<file path="config.mk">
export PLATFORM = sky130hd
export DESIGN_NAME = vga_line_fetch_ctrl_flat
export DESIGN_NICKNAME = d
export VERILOG_FILES = /design/src/rtl/vga_line_fetch_ctrl_pkg.sv /design/src/rtl/vga_line_fetch_ctrl_if.sv /design/src/rtl/vga_rd_return_pipe.sv /design/src/rtl/vga_line_fetch_ctrl.sv /design/src/flat_wrapper.sv
export SDC_FILE = /design/constraint.sdc
export NUM_CORES = 1
export LEC_CHECK = 0
export BUFFER_PORTS_ARGS = -buffer_cell sky130_fd_sc_hd__buf_2
export CAP_MARGIN = 20
export CELL_PAD_IN_SITES_DETAIL_PLACEMENT = 1
export CELL_PAD_IN_SITES_GLOBAL_PLACEMENT = 1
export CORE_MARGIN = 1
export CORE_UTILIZATION = 36
export DETAILED_ROUTE_END_ITERATION = 7
export PLACE_DENSITY = 0.76
export SLEW_MARGIN = 20
export SYNTH_ARGS = -nofsm -noshare
export SYNTH_HDL_FRONTEND = slang
export SYNTH_HIERARCHICAL = 1
export SYNTH_SLANG_ARGS = --single-unit
</file>
<file path="constraint.sdc">
create_clock -name board_clock -period 2.85 [get_ports board_clock]
set_input_delay 0 -clock board_clock [delete_from_list [all_inputs] [get_ports board_clock]]
set_output_delay 0 -clock board_clock [all_outputs]
set_load 0.005 [all_outputs]
</file>
<file path="src/rtl/vga_line_fetch_ctrl_pkg.sv">
// Shared vga definitions: timing constants, fetch FSM encoding and the
// read-return tag carried alongside framebuffer reads.
package vga_line_fetch_ctrl_pkg;

  localparam int VGA_H_ACTIVE = 640;
  localparam int VGA_V_ACTIVE = 480;
  localparam int VGA_H_TOTAL  = 800;
  localparam int VGA_V_TOTAL  = 525;

  localparam int LB_ADDR_W = 10;
  localparam int CNT_W     = 12;

  localparam logic [1:0] ST_IDLE  = 2'd0;
  localparam logic [1:0] ST_FETCH = 2'd1;
  localparam logic [1:0] ST_DRAIN = 2'd2;

  typedef struct packed {
    logic                 valid;
    logic [LB_ADDR_W-1:0] x;
  } rd_tag_t;

  // Line that will be displayed after the current one, wrapping at frame end.
  function automatic logic [CNT_W-1:0] next_line_of(input logic [CNT_W-1:0] v,
                                                    input int v_total);
    return (v == CNT_W'(v_total - 1)) ? '0 : v + 1'b1;
  endfunction

endpackage

</file>
<file path="src/rtl/vga_line_fetch_ctrl_if.sv">
// Framebuffer RAM port and pixel-writer request port used by the line
// fetch controller.
interface vga_fb_if #(
  parameter int ADDR_W = 19,
  parameter int DATA_W = 24
);
  logic              mem_req;
  logic              mem_we;
  logic [ADDR_W-1:0] mem_addr;
  logic [DATA_W-1:0] mem_wdata;
  logic [DATA_W-1:0] mem_rdata;

  modport master (
    output mem_req, mem_we, mem_addr, mem_wdata,
    input  mem_rdata
  );
  modport slave (
    input  mem_req, mem_we, mem_addr, mem_wdata,
    output mem_rdata
  );
endinterface

interface vga_wr_if #(
  parameter int ADDR_W = 19,
  parameter int DATA_W = 24
);
  logic              wr_valid;
  logic              wr_ready;
  logic [ADDR_W-1:0] wr_addr;
  logic [DATA_W-1:0] wr_data;

  modport master (
    output wr_valid, wr_addr, wr_data,
    input  wr_ready
  );
  modport slave (
    input  wr_valid, wr_addr, wr_data,
    output wr_ready
  );
endinterface

</file>
<file path="src/rtl/vga_rd_return_pipe.sv">
// Valid/x-index shift register that tracks outstanding framebuffer reads
// until their data arrives; flush drops everything in flight.
module vga_rd_return_pipe
  import vga_line_fetch_ctrl_pkg::*;
#(
  parameter int DEPTH = 3
) (
  input  logic    clk,
  input  logic    rst_n,
  input  logic    flush,
  input  rd_tag_t in_tag,
  output rd_tag_t out_tag
);

  rd_tag_t chain [DEPTH+1];

  assign chain[0] = in_tag;

  generate
    for (genvar gi = 0; gi < DEPTH; gi++) begin : g_stage
      rd_tag_t stage_reg;

      always_ff @(posedge clk or negedge rst_n) begin
        if (!rst_n) begin
          stage_reg <= '0;
        end else if (flush) begin
          stage_reg <= '0;
        end else begin
          stage_reg <= chain[gi];
        end
      end

      assign chain[gi+1] = stage_reg;
    end
  endgenerate

  assign out_tag = chain[DEPTH];

endmodule

</file>
<file path="src/rtl/vga_line_fetch_ctrl.sv">
// Fetches each upcoming visible line into a ping-pong line buffer and
// shares the single-port framebuffer with a pixel-writer requester.
module vga_line_fetch_ctrl
  import vga_line_fetch_ctrl_pkg::*;
#(
  parameter int H_ACTIVE = VGA_H_ACTIVE,
  parameter int V_ACTIVE = VGA_V_ACTIVE,
  parameter int V_TOTAL  = VGA_V_TOTAL,
  parameter int ADDR_W   = 19,
  parameter int DATA_W   = 24,
  parameter int RD_LAT   = 2,
  parameter int WR_SHARE = 4
) (
  input  logic                 board_clock,
  input  logic                 reset_n,
  input  logic                 pix_ce,
  input  logic [CNT_W-1:0]     h_count,
  input  logic [CNT_W-1:0]     v_count,
  vga_wr_if.slave              wr,
  vga_fb_if.master             fb,
  output logic                 lb_we,
  output logic                 lb_bank,
  output logic [LB_ADDR_W-1:0] lb_addr,
  output logic [DATA_W-1:0]    lb_wdata,
  output logic                 disp_bank,
  output logic                 fetch_busy,
  output logic                 underrun
);

  localparam int SHARE_W = (WR_SHARE > 1) ? $clog2(WR_SHARE) : 1;
  localparam int DRAIN_W = $clog2(RD_LAT + 1);

  logic [1:0]           state_reg, state_next;
  logic [LB_ADDR_W-1:0] x_issue_reg;
  logic [ADDR_W-1:0]    line_base_reg;
  logic [SHARE_W-1:0]   share_cnt_reg;
  logic [DRAIN_W-1:0]   drain_cnt_reg;
  logic                 disp_bank_reg;
  logic                 lb_bank_reg;
  logic                 underrun_reg;
  logic                 run_reg;
  logic                 mem_req_reg;
  logic                 mem_we_reg;
  logic [ADDR_W-1:0]    mem_addr_reg;
  logic [DATA_W-1:0]    mem_wdata_reg;

  logic             ls;
  logic [CNT_W-1:0] next_line;
  logic             start;
  logic             busy;
  logic             abort;
  logic             slot;
  logic             wr_ready_c;
  logic             wr_fire;
  logic             issue;
  logic             last_issue;
  rd_tag_t          pipe_in;
  rd_tag_t          pipe_out;

  assign ls        = pix_ce && (h_count == '0);
  assign next_line = next_line_of(v_count, V_TOTAL);
  assign start     = ls && (next_line < CNT_W'(V_ACTIVE));
  assign busy      = (state_reg == ST_FETCH) || (state_reg == ST_DRAIN);
  assign abort     = ls && busy;
  assign slot      = (share_cnt_reg == SHARE_W'(WR_SHARE - 1));

  // run_reg keeps wr_ready low while reset is held and on the first cycle after.
  assign wr_ready_c = run_reg && !start &&
                      ((state_reg == ST_IDLE) || (state_reg == ST_DRAIN) ||
                       ((state_reg == ST_FETCH) && slot));
  assign wr_fire    = wr.wr_valid && wr_ready_c;

  // A line start always preempts the fetch cycle it lands on.
  assign issue      = (state_reg == ST_FETCH) && !ls && !(slot && wr.wr_valid);
  assign last_issue = issue && (x_issue_reg == LB_ADDR_W'(H_ACTIVE - 1));

  always_comb begin
    state_next = state_reg;
    if (start) begin
      state_next = ST_FETCH;
    end else if (abort) begin
      state_next = ST_IDLE;
    end else begin
      case (state_reg)
        ST_FETCH: if (last_issue) state_next = ST_DRAIN;
        ST_DRAIN: if (drain_cnt_reg == DRAIN_W'(RD_LAT - 1)) state_next = ST_IDLE;
        default:  state_next = state_reg;
      endcase
    end
  end

  always_ff @(posedge board_clock or negedge reset_n) begin
    if (!reset_n) begin
      state_reg     <= ST_IDLE;
      x_issue_reg   <= '0;
      line_base_reg <= '0;
      share_cnt_reg <= '0;
      drain_cnt_reg <= '0;
      disp_bank_reg <= 1'b0;
      lb_bank_reg   <= 1'b0;
      underrun_reg  <= 1'b0;
      run_reg       <= 1'b0;
    end else begin
      state_reg <= state_next;
      run_reg   <= 1'b1;

      if (ls) begin
        disp_bank_reg <= ~disp_bank_reg;
        // Running product next_line*H_ACTIVE, valid as long as every line sees its ls.
        if (next_line == '0) begin
          line_base_reg <= '0;
        end else begin
          line_base_reg <= line_base_reg + ADDR_W'(H_ACTIVE);
        end
      end

      if (start) begin
        x_issue_reg <= '0;
        lb_bank_reg <= disp_bank_reg;
      end else if (issue) begin
        x_issue_reg <= x_issue_reg + 1'b1;
      end

      if (state_reg == ST_FETCH) begin
        share_cnt_reg <= slot ? '0 : share_cnt_reg + 1'b1;
      end

      if (state_reg == ST_DRAIN) begin
        drain_cnt_reg <= drain_cnt_reg + 1'b1;
      end else begin
        drain_cnt_reg <= '0;
      end

      if (abort) begin
        underrun_reg <= 1'b1;
      end
    end
  end

  always_ff @(posedge board_clock or negedge reset_n) begin
    if (!reset_n) begin
      mem_req_reg   <= 1'b0;
      mem_we_reg    <= 1'b0;
      mem_addr_reg  <= '0;
      mem_wdata_reg <= '0;
    end else begin
      mem_req_reg <= issue || wr_fire;
      mem_we_reg  <= wr_fire;
      if (wr_fire) begin
        mem_addr_reg  <= wr.wr_addr;
        mem_wdata_reg <= wr.wr_data;
      end else if (issue) begin
        mem_addr_reg  <= line_base_reg + ADDR_W'(x_issue_reg);
      end
    end
  end

  assign pipe_in.valid = issue;
  assign pipe_in.x     = x_issue_reg;

  vga_rd_return_pipe #(
    .DEPTH (RD_LAT + 1)
  ) u_rd_return_pipe (
    .clk     (board_clock),
    .rst_n   (reset_n),
    .flush   (abort),
    .in_tag  (pipe_in),
    .out_tag (pipe_out)
  );

  // Returns landing on an aborting line start belong to the abandoned line.
  assign lb_we    = pipe_out.valid && !abort;
  assign lb_addr  = pipe_out.x;
  assign lb_wdata = lb_we ? fb.mem_rdata : '0;
  assign lb_bank  = lb_bank_reg;

  assign fb.mem_req   = mem_req_reg;
  assign fb.mem_we    = mem_we_reg;
  assign fb.mem_addr  = mem_addr_reg;
  assign fb.mem_wdata = mem_wdata_reg;

  assign wr.wr_ready  = wr_ready_c;
  assign disp_bank    = disp_bank_reg;
  assign fetch_busy   = busy;
  assign underrun     = underrun_reg;

endmodule

</file>
<file path="src/flat_wrapper.sv">
// flat-port wrapper written by rule: the top's interface ports become plain ports
module vga_line_fetch_ctrl_flat import vga_line_fetch_ctrl_pkg::*;
#(
  parameter int H_ACTIVE = VGA_H_ACTIVE,
  parameter int V_ACTIVE = VGA_V_ACTIVE,
  parameter int V_TOTAL  = VGA_V_TOTAL,
  parameter int ADDR_W   = 19,
  parameter int DATA_W   = 24,
  parameter int RD_LAT   = 2,
  parameter int WR_SHARE = 4
)
  (board_clock, reset_n, pix_ce, h_count, v_count, lb_we, lb_bank, lb_addr, lb_wdata, disp_bank, fetch_busy, underrun, wr_wr_valid, wr_wr_addr, wr_wr_data, wr_wr_ready, fb_mem_req, fb_mem_we, fb_mem_addr, fb_mem_wdata, fb_mem_rdata);
  vga_wr_if #(.ADDR_W(ADDR_W), .DATA_W(DATA_W)) wr_i ();
  vga_fb_if #(.ADDR_W(ADDR_W), .DATA_W(DATA_W)) fb_i ();
  input  logic board_clock;
  input  logic reset_n;
  input  logic pix_ce;
  input  logic [CNT_W-1:0] h_count;
  input  logic [CNT_W-1:0] v_count;
  output logic lb_we;
  output logic lb_bank;
  output logic [LB_ADDR_W-1:0] lb_addr;
  output logic [DATA_W-1:0] lb_wdata;
  output logic disp_bank;
  output logic fetch_busy;
  output logic underrun;
  input wire logic [$bits(wr_i.wr_valid)-1:0] wr_wr_valid;
  input wire logic [$bits(wr_i.wr_addr)-1:0] wr_wr_addr;
  input wire logic [$bits(wr_i.wr_data)-1:0] wr_wr_data;
  output wire logic [$bits(wr_i.wr_ready)-1:0] wr_wr_ready;
  output wire logic [$bits(fb_i.mem_req)-1:0] fb_mem_req;
  output wire logic [$bits(fb_i.mem_we)-1:0] fb_mem_we;
  output wire logic [$bits(fb_i.mem_addr)-1:0] fb_mem_addr;
  output wire logic [$bits(fb_i.mem_wdata)-1:0] fb_mem_wdata;
  input wire logic [$bits(fb_i.mem_rdata)-1:0] fb_mem_rdata;
  assign wr_i.wr_valid = wr_wr_valid;
  assign wr_i.wr_addr = wr_wr_addr;
  assign wr_i.wr_data = wr_wr_data;
  assign wr_wr_ready = wr_i.wr_ready;
  assign fb_mem_req = fb_i.mem_req;
  assign fb_mem_we = fb_i.mem_we;
  assign fb_mem_addr = fb_i.mem_addr;
  assign fb_mem_wdata = fb_i.mem_wdata;
  assign fb_i.mem_rdata = fb_mem_rdata;
  vga_line_fetch_ctrl #(.H_ACTIVE(H_ACTIVE), .V_ACTIVE(V_ACTIVE), .V_TOTAL(V_TOTAL), .ADDR_W(ADDR_W), .DATA_W(DATA_W), .RD_LAT(RD_LAT), .WR_SHARE(WR_SHARE)) u_core (.board_clock(board_clock), .reset_n(reset_n), .pix_ce(pix_ce), .h_count(h_count), .v_count(v_count), .wr(wr_i), .fb(fb_i), .lb_we(lb_we), .lb_bank(lb_bank), .lb_addr(lb_addr), .lb_wdata(lb_wdata), .disp_bank(disp_bank), .fetch_busy(fetch_busy), .underrun(underrun));
endmodule
</file>
==> results of run 1 <==
## cell usage after synthesis (all sizes together) (8+ instances only)
cell / count / share of area [%]
mux2i: 16 / 2.9
nand3: 9 / 0.92
o21ai: 30 / 2.8
xnor2: 18 / 2.9
ha: 13 / 3.0
nor3: 14 / 1.4
nor2b: 35 / 4.0
inv: 11 / 0.76
dfrtp: 110 / 51
mux2: 27 / 7.0
nand2: 42 / 2.9
a21oi: 13 / 1.2
buf: 22 / 3.0
nor2: 41 / 2.8
xor2: 14 / 2.3
and3: 28 / 3.2
nand4: 8 / 0.92
clkbuf: 12 / 0.83
## kinds of logic after synthesis
kind of cell             after synthesis  share of synthesized area, %
AND/OR/NAND/NOR                      201                          19.5
multiplexers                          43                          10.0
AO/OA/AOI/OAI                         61                          6.93
buffers and inverters                 45                          4.61
adder cells (fa/ha/maj)               13                          2.99
other                                  2                         0.138
flip-flops                           110                          50.7
XOR/XNOR                              32                          5.16
## layer usage
metal  GRT usage [%]  up-vias  share of wire, %
met5               0        -                 0
met4            7.32        0               2.5
met3            4.51       32               4.7
met2            40.7      132                55
met1            22.1     2254                37
li1                -     2137                 -
## layout make-up
cell class	instances	share of cell area (%)
sequential	110	38.1
multi-input combinational	352	33.6
timing repair buffer	231	19.6
clock buffer	11	3.50
tap	184	3.19
clock inverter	5	1.44
inverter	11	0.571
## worst min-delay path, delay by kind of cell
family / cells / cell delay [ps]
buffers and inverters: 1 / 120
AOI/OAI and AO/OA: 1 / 120
and+or+nand+nor: 1 / 140
## power by group
part           leakage, uW  total [uW]  switching [uW]  internal, uW
Combinational      0.00215        1120             510           611
Clock             0.000176        1480             576           909
Sequential         0.00144        2050             195          1850
Total              0.00377        4660            1280          3380
## stage by stage
stage          cells  total power, uW  instance area (sq um)
2_1_floorplan    507             2560                   5430
3_3_place_gp     844             3030                   6420
3_5_place_dp     844             3090                   6420
4_1_cts          904             4630                   7220
5_1_grt          904             4880                   7230
6_report         904             4660                   7230
## worst max-delay path by stage
stage | endpoint | depth (start not counted)
3_5_place_dp | u_core/line_base_reg[9] | 8
4_1_cts | u_core/fb.mem_wdata[8] | 7
6_report | u_core/fb.mem_wdata[6] | 7
5_1_grt | u_core/fb.mem_wdata[6] | 7
3_3_place_gp | u_core/fb.mem_wdata[6] | 7
2_1_floorplan | u_core/fb.mem_wdata[0] | 8
==> Implementation_results.wiki, run 1 <==
{| class="wikitable"
! Metric !! Value
|-
| Highest ir drop seen on vdd || 0.412 mV
|-
| Post-CTS Resized || 0
|-
| Quantity of hold-fixing buffers added after cts || 44
|-
| Layout overhead on the synthesized area || 33.0%
|-
| Number of distinct library cells after synthesis || 51
|-
| Setup repair after global routing missed its margin || false
|-
| Tmin final || 2190 ps
|-
| Area taken by flip-flops and latches || 2750 sq um
|-
| Clk root buf || clkbuf_16
|-
| Chip width || 125 um
|-
| Final worst-path setup slack || 664 ps
|-
| Total standard cell area after synthesis || 5430 sq um
|-
| DRC violation total after the first TritonRoute iteration || between 200 and 300
|-
| Slew @ Worst Pin || between 700 and 800 ps
|-
| Setup Crit Path Kind || register to register
|-
| ANT cells || 0
|-
| Max clock buf depth || 2
|-
| CP top delay family || flip-flops
|-
| Most used cells in the layout excluding fill and tap cells || 178 x buf_2, 110 x dfrtp_1, 44 x dlygate4sd3_1
|-
| I/O pin count || 180
|-
| Final setup TNS || 0 ps
|-
| Sinks on Clock Net || 110
|-
| HPWL reported at the end of detailed placement || 10200 um
|-
| Per-instance average area after synthesis || about 11 sq um
|-
| Synthesized flop and latch total || 110
|-
| Insertion delay to the later sink of the worst-skew pair || between 300 and 400 ps
|-
| Biggest fanout along the worst timing path || 63
|-
| Beginning of the worst hold path || wr_wr_valid
|-
| Share of flip-flops with an asynchronous set or reset || 100%
|-
| Post-route clock period utilization || 76.7%
|-
| Port bufs || 179
|-
| DR vias/cell || 5.04
|-
| Required time of the critical path || between 3000 and 4000 ps
|-
| Number of nets in the layout || 823
|-
| Number of antenna violations at the first check in global routing || 0
|-
| Final-report hold violation count || 0
|-
| Worst hold path type || input pin to register
|-
| Final count of negative-setup-slack endpoints || 0
|-
| Worst reg-to-reg path cell count || 7
|-
| Synthesized instance count || 507
|-
| First-pass DRT Iterations || 7
|-
| Average wire per standard cell || 17.4 um
|-
| Post-CTS Setup Bufs || 0
|-
| Sequential share of the synthesized area || around half
|-
| Core Region || 14600 sq um
|-
| Relative slew margins || around half
|-
| Failing checks || DRC
|-
| Vias || 4555
|-
| Number of global-route vias before repair || 5021
|-
| Worst setup startpoint || u_core/state_reg[1]
|-
| Multi-input gate area || 2430 sq um
|-
| R2R Path Start || u_core/state_reg[1]
|-
| Global Route Usage Sum || 20.9%
|-
| Flip-flop count of the largest register, all copies and words added || 24
|-
| DRT Wirelength || around 16000 um
|-
| PD cells || approximately 640 nW/um^2
|-
| YS warnings || 6
|-
| Post-Route Utilization || 49.3%
|-
| Cell count of the worst hold path || 3
|-
| Predominant post-synthesis flop cell || dfrtp_1
|-
| Startpoint kind of the worst setup timing path || register
|-
| Worst path slowest cell || dfrtp_1
|-
| Endpoint of the worst hold path || u_core/fb.mem_req
|-
| Number of nets with antenna violations after routing || 0
|-
| Signal arrival time at the worst endpoint || 2420 ps
|-
| Worst r2r dst || u_core/fb.mem_wdata[6]
|-
| Filler Cells Inserted || 1669
|-
| Fraction of layout cells with a size suffix above 1 || around a third
|-
| # DRC || 26
|-
| Flop2flop setup slack || 660 ps
|-
| Global-route wire length before repair || around 26000 um
|-
| Buf/Inv on CP || 2
|-
| Layout Skew || 10.2 ps
|-
| Fmax || between 400 and 500 MHz
|-
| H-tree Lvls || 3
|-
| Run status || complete, but fails checks
|-
| Area of the die || 15600 sq um
|-
| Pin count of the biggest net entering global routing || 81
|-
| Die H || around 120 um
|-
| Type of element capturing the critical path || register
|-
| Row cnt || 44
|-
| Most common cell after layout, fill and taps aside || buf_2
|-
| Min Hold Slack || 82.5 ps
|-
| Max-cap violations || 0
|-
| CTS tree || built
|-
| Max-slew violation total from the final report || 0
|-
| Leak || 0.00377 uW
|-
| Worst slack after detailed placement || 674 ps
|-
| Routability congestion estimate from global placement || 0.790
|-
| Leftover overflow at the end of global routing || 0
|-
| Post-CTS clock slew at the launch and capture registers of the worst setup and hold paths || 70 ps
|-
| Initial cell density of the core || 37.1%
|-
| Number of synthesized flops with an enable pin || 0
|-
| Cell chain of the critical path || inv_1, ha_1, a211o_1, nand3_1, a31oi_4, buf_12, mux2_2
|-
| Number of clock buffers inserted by TritonCTS || 9
|-
| Net count after synthesis || 615
|-
| Biggest cell delay along the critical path || slightly above 400 ps
|}
(Power assumes the default switching activity.)
==> inputs of run 2 (changes only) <==
- clock period: 2.85 -> 2.26 ns (I/O delays scaled with it)
==> run 2 against run 1 <==
  * The run still ends with DRC left
  * Die area did not move
  * Routed wire length fell by 0.17%
  * Clock skew fell by 0.65 ps
  * Global-route usage fell by 0.50 points
  * Non-clock buffer count rose by 5
  * Flip-flop and latch count did not move
  * Critical path depth did not move
  * Combinational power rose by 28%
  * Count of clock-buffer cells in the layout fell by 1
  * Power rose by 18%
  * Clock power rose by 3%
  * Setup slack got worse by 480 ps
  * Largest power group unchanged
==> Implementation_results.wiki, run 2 (synthesized netlist as in run 1, its figures left out) <==
{| class="wikitable"
! Metric !! Value
|-
| Global Route Usage Sum || between 20% and 30%
|-
| Area of the die || 15600 sq um
|-
| Final-report hold violation count || 0
|-
| Die H || 125 um
|-
| Wire length on met2 || 8490 um
|-
| Placement Cell Area || between 6000 and 7000 sq um
|-
| Run status || complete, but fails checks
|-
| Post-CTS clock slew at the launch and capture registers of the worst setup and hold paths || around 80 ps
|-
| DR vias/cell || 4.96
|-
| M1 wire length || approximately 6000 um
|-
| Number of nets in the layout || 828
|-
| CTS tree || built
|-
| DRC violation total after the first TritonRoute iteration || 249
|-
| Max-slew violation total from the final report || 0
|-
| Initial cell density of the core || 37.1%
|-
| H-tree Lvls || 3
|-
| Fraction of layout cells with a size suffix above 1 || 33.2%
|-
| CP top delay family || compound AO/OA/AOI/OAI gates
|-
| Layout Skew || approximately 9.6 ps
|-
| Tmin final || 2070 ps
|-
| Biggest cell delay along the critical path || 400 ps
|-
| Post-route clock period utilization || 91.7%
|-
| Type of element capturing the critical path || register
|-
| Row cnt || 44
|-
| Biggest fanout along the worst timing path || 25
|-
| # DRC || 26
|-
| Number of antenna violations at the first check in global routing || 0
|-
| Max clock buf depth || 2
|-
| Filler Cells Inserted || 1656
|-
| Routability congestion estimate from global placement || 0.824
|-
| Relative slew margins || 54.3%
|-
| Final count of negative-setup-slack endpoints || 0
|-
| Cell chain of the critical path || inv_1, ha_1, a211o_1, nand3_1, a31oi_4, buf_4, mux2_2
|-
| Startpoint kind of the worst setup timing path || register
|-
| Buf/Inv on CP || 2
|-
| Max-cap violations || 0
|-
| Worst hold path type || input pin to register
|-
| Fmax || between 400 and 500 MHz
|-
| Post-CTS Resized || 0
|-
| Slew @ Worst Pin || just under 700 ps
|-
| Pin count of the biggest net entering global routing || 57
|-
| Highest ir drop seen on vdd || 0.490 mV
|-
| Number of nets with antenna violations after routing || 0
|-
| Global-route wire length before repair || about 25000 um
|-
| Vias || 4510
|-
| Signal arrival time at the worst endpoint || ~2300 ps
|-
| Port bufs || 179
|-
| Insertion delay to the later sink of the worst-skew pair || 350 ps
|-
| Chip width || 125 um
|-
| Final setup TNS || 0 ps
|-
| Quantity of hold-fixing buffers added after cts || 44
|-
| Failing checks || DRC
|-
| Worst path slowest cell || dfrtp_1
|-
| ANT cells || 0
|-
| Met3 layer wire length in the routed design || 716 um
|-
| I/O pin count || 180
|-
| Required time of the critical path || 2490 ps
|-
| Number of clock buffers inserted by TritonCTS || 9
|-
| Setup Crit Path Kind || register to register
|-
| Most common cell after layout, fill and taps aside || buf_2
|-
| DRT Wirelength || 15700 um
|-
| Clk root buf || clkbuf_16
|-
| PD cells || 764 nW/um^2
|-
| Highest layer used for signal routing || met4
|-
| Leak || ~0.0037 uW
|-
| HPWL reported at the end of detailed placement || around 11000 um
|-
| Most used cells in the layout excluding fill and tap cells || 178 x buf_2, 110 x dfrtp_1, 44 x dlygate4sd3_1
|-
| Sinks on Clock Net || 110
|-
| Core Region || 14600 sq um
|-
| Post-CTS Setup Bufs || 0
|-
| Number of global-route vias before repair || 4958
|-
| First-pass DRT Iterations || 6
|-
| Layout overhead on the synthesized area || 32.5%
|-
| Setup repair after global routing missed its margin || false
|-
| Flip-flop count of the largest register, all copies and words added || 24
|-
| Average wire per standard cell || between 15 and 20 um
|-
| Leftover overflow at the end of global routing || 0
|-
| Final instance area || slightly above 7000 sq um
|}
run 2: area by class of cell:
class / count / area [sq um] / share of cell area, %
clock buffer: 10 / 239 / 3.32
clock inverter: 6 / 45.0 / 0.626
tap: 184 / 230 / 3.20
timing repair buffer: 236 / 1460 / 20.3
multi-input combinational: 352 / 2430 / 33.8
inverter: 11 / 41.3 / 0.574
sequential: 110 / 2750 / 38.2
run 2: path summary, 6_finish.rpt:
path | startpoint | to | slack [ps] | cells after the start
max | u_core/state_reg[0] | u_core/fb.mem_wdata[8] | 190 | 7
min | wr_wr_valid | u_core/fb.mem_req | 40 | 3
max reg2reg | u_core/state_reg[0] | u_core/fb.mem_wdata[8] | 190 | 7
min reg2reg | u_core/drain_cnt_reg[0] | u_core/drain_cnt_reg[0] | 460 | 1
max in group asynchronous | reset_n | u_core/fb.mem_we | 1240 | 3
min in group asynchronous | reset_n | u_core/drain_cnt_reg[1] | 240 | 2
run 2: stage by stage:
step	total power, uW	std cells	util (%)	setup WS (ps)	hold WS [ps]
2_1_floorplan	3220	507	-	255	-296
3_3_place_gp	3830	849	44.2	240	84.4
3_5_place_dp	3910	849	44.2	139	97.3
4_1_cts	5500	909	49.2	215	36.3
5_1_grt	5800	909	49.2	59.2	48.8
6_report	5500	909	49.2	186	36.5
run 2: metal layers:
layer,track usage [%],up-vias
met1,22.2,2221
met2,39.2,112
met3,4.81,31
met5,0,-
met4,6.03,0
li1,-,2146
run 2: worst min-delay path, stage by stage:
cell and delay [ps]:
buf_2 110, nand3_1 140, o21ai_0 90
run 2: where the power goes:
group / switching [uW] / internal (uW) / leakage (uW) / total [uW]
registers: 220 / 2340 / 0.00144 / 2560
logic: 649 / 777 / 0.00218 / 1430
clock network: 734 / 782 / 0.000131 / 1520
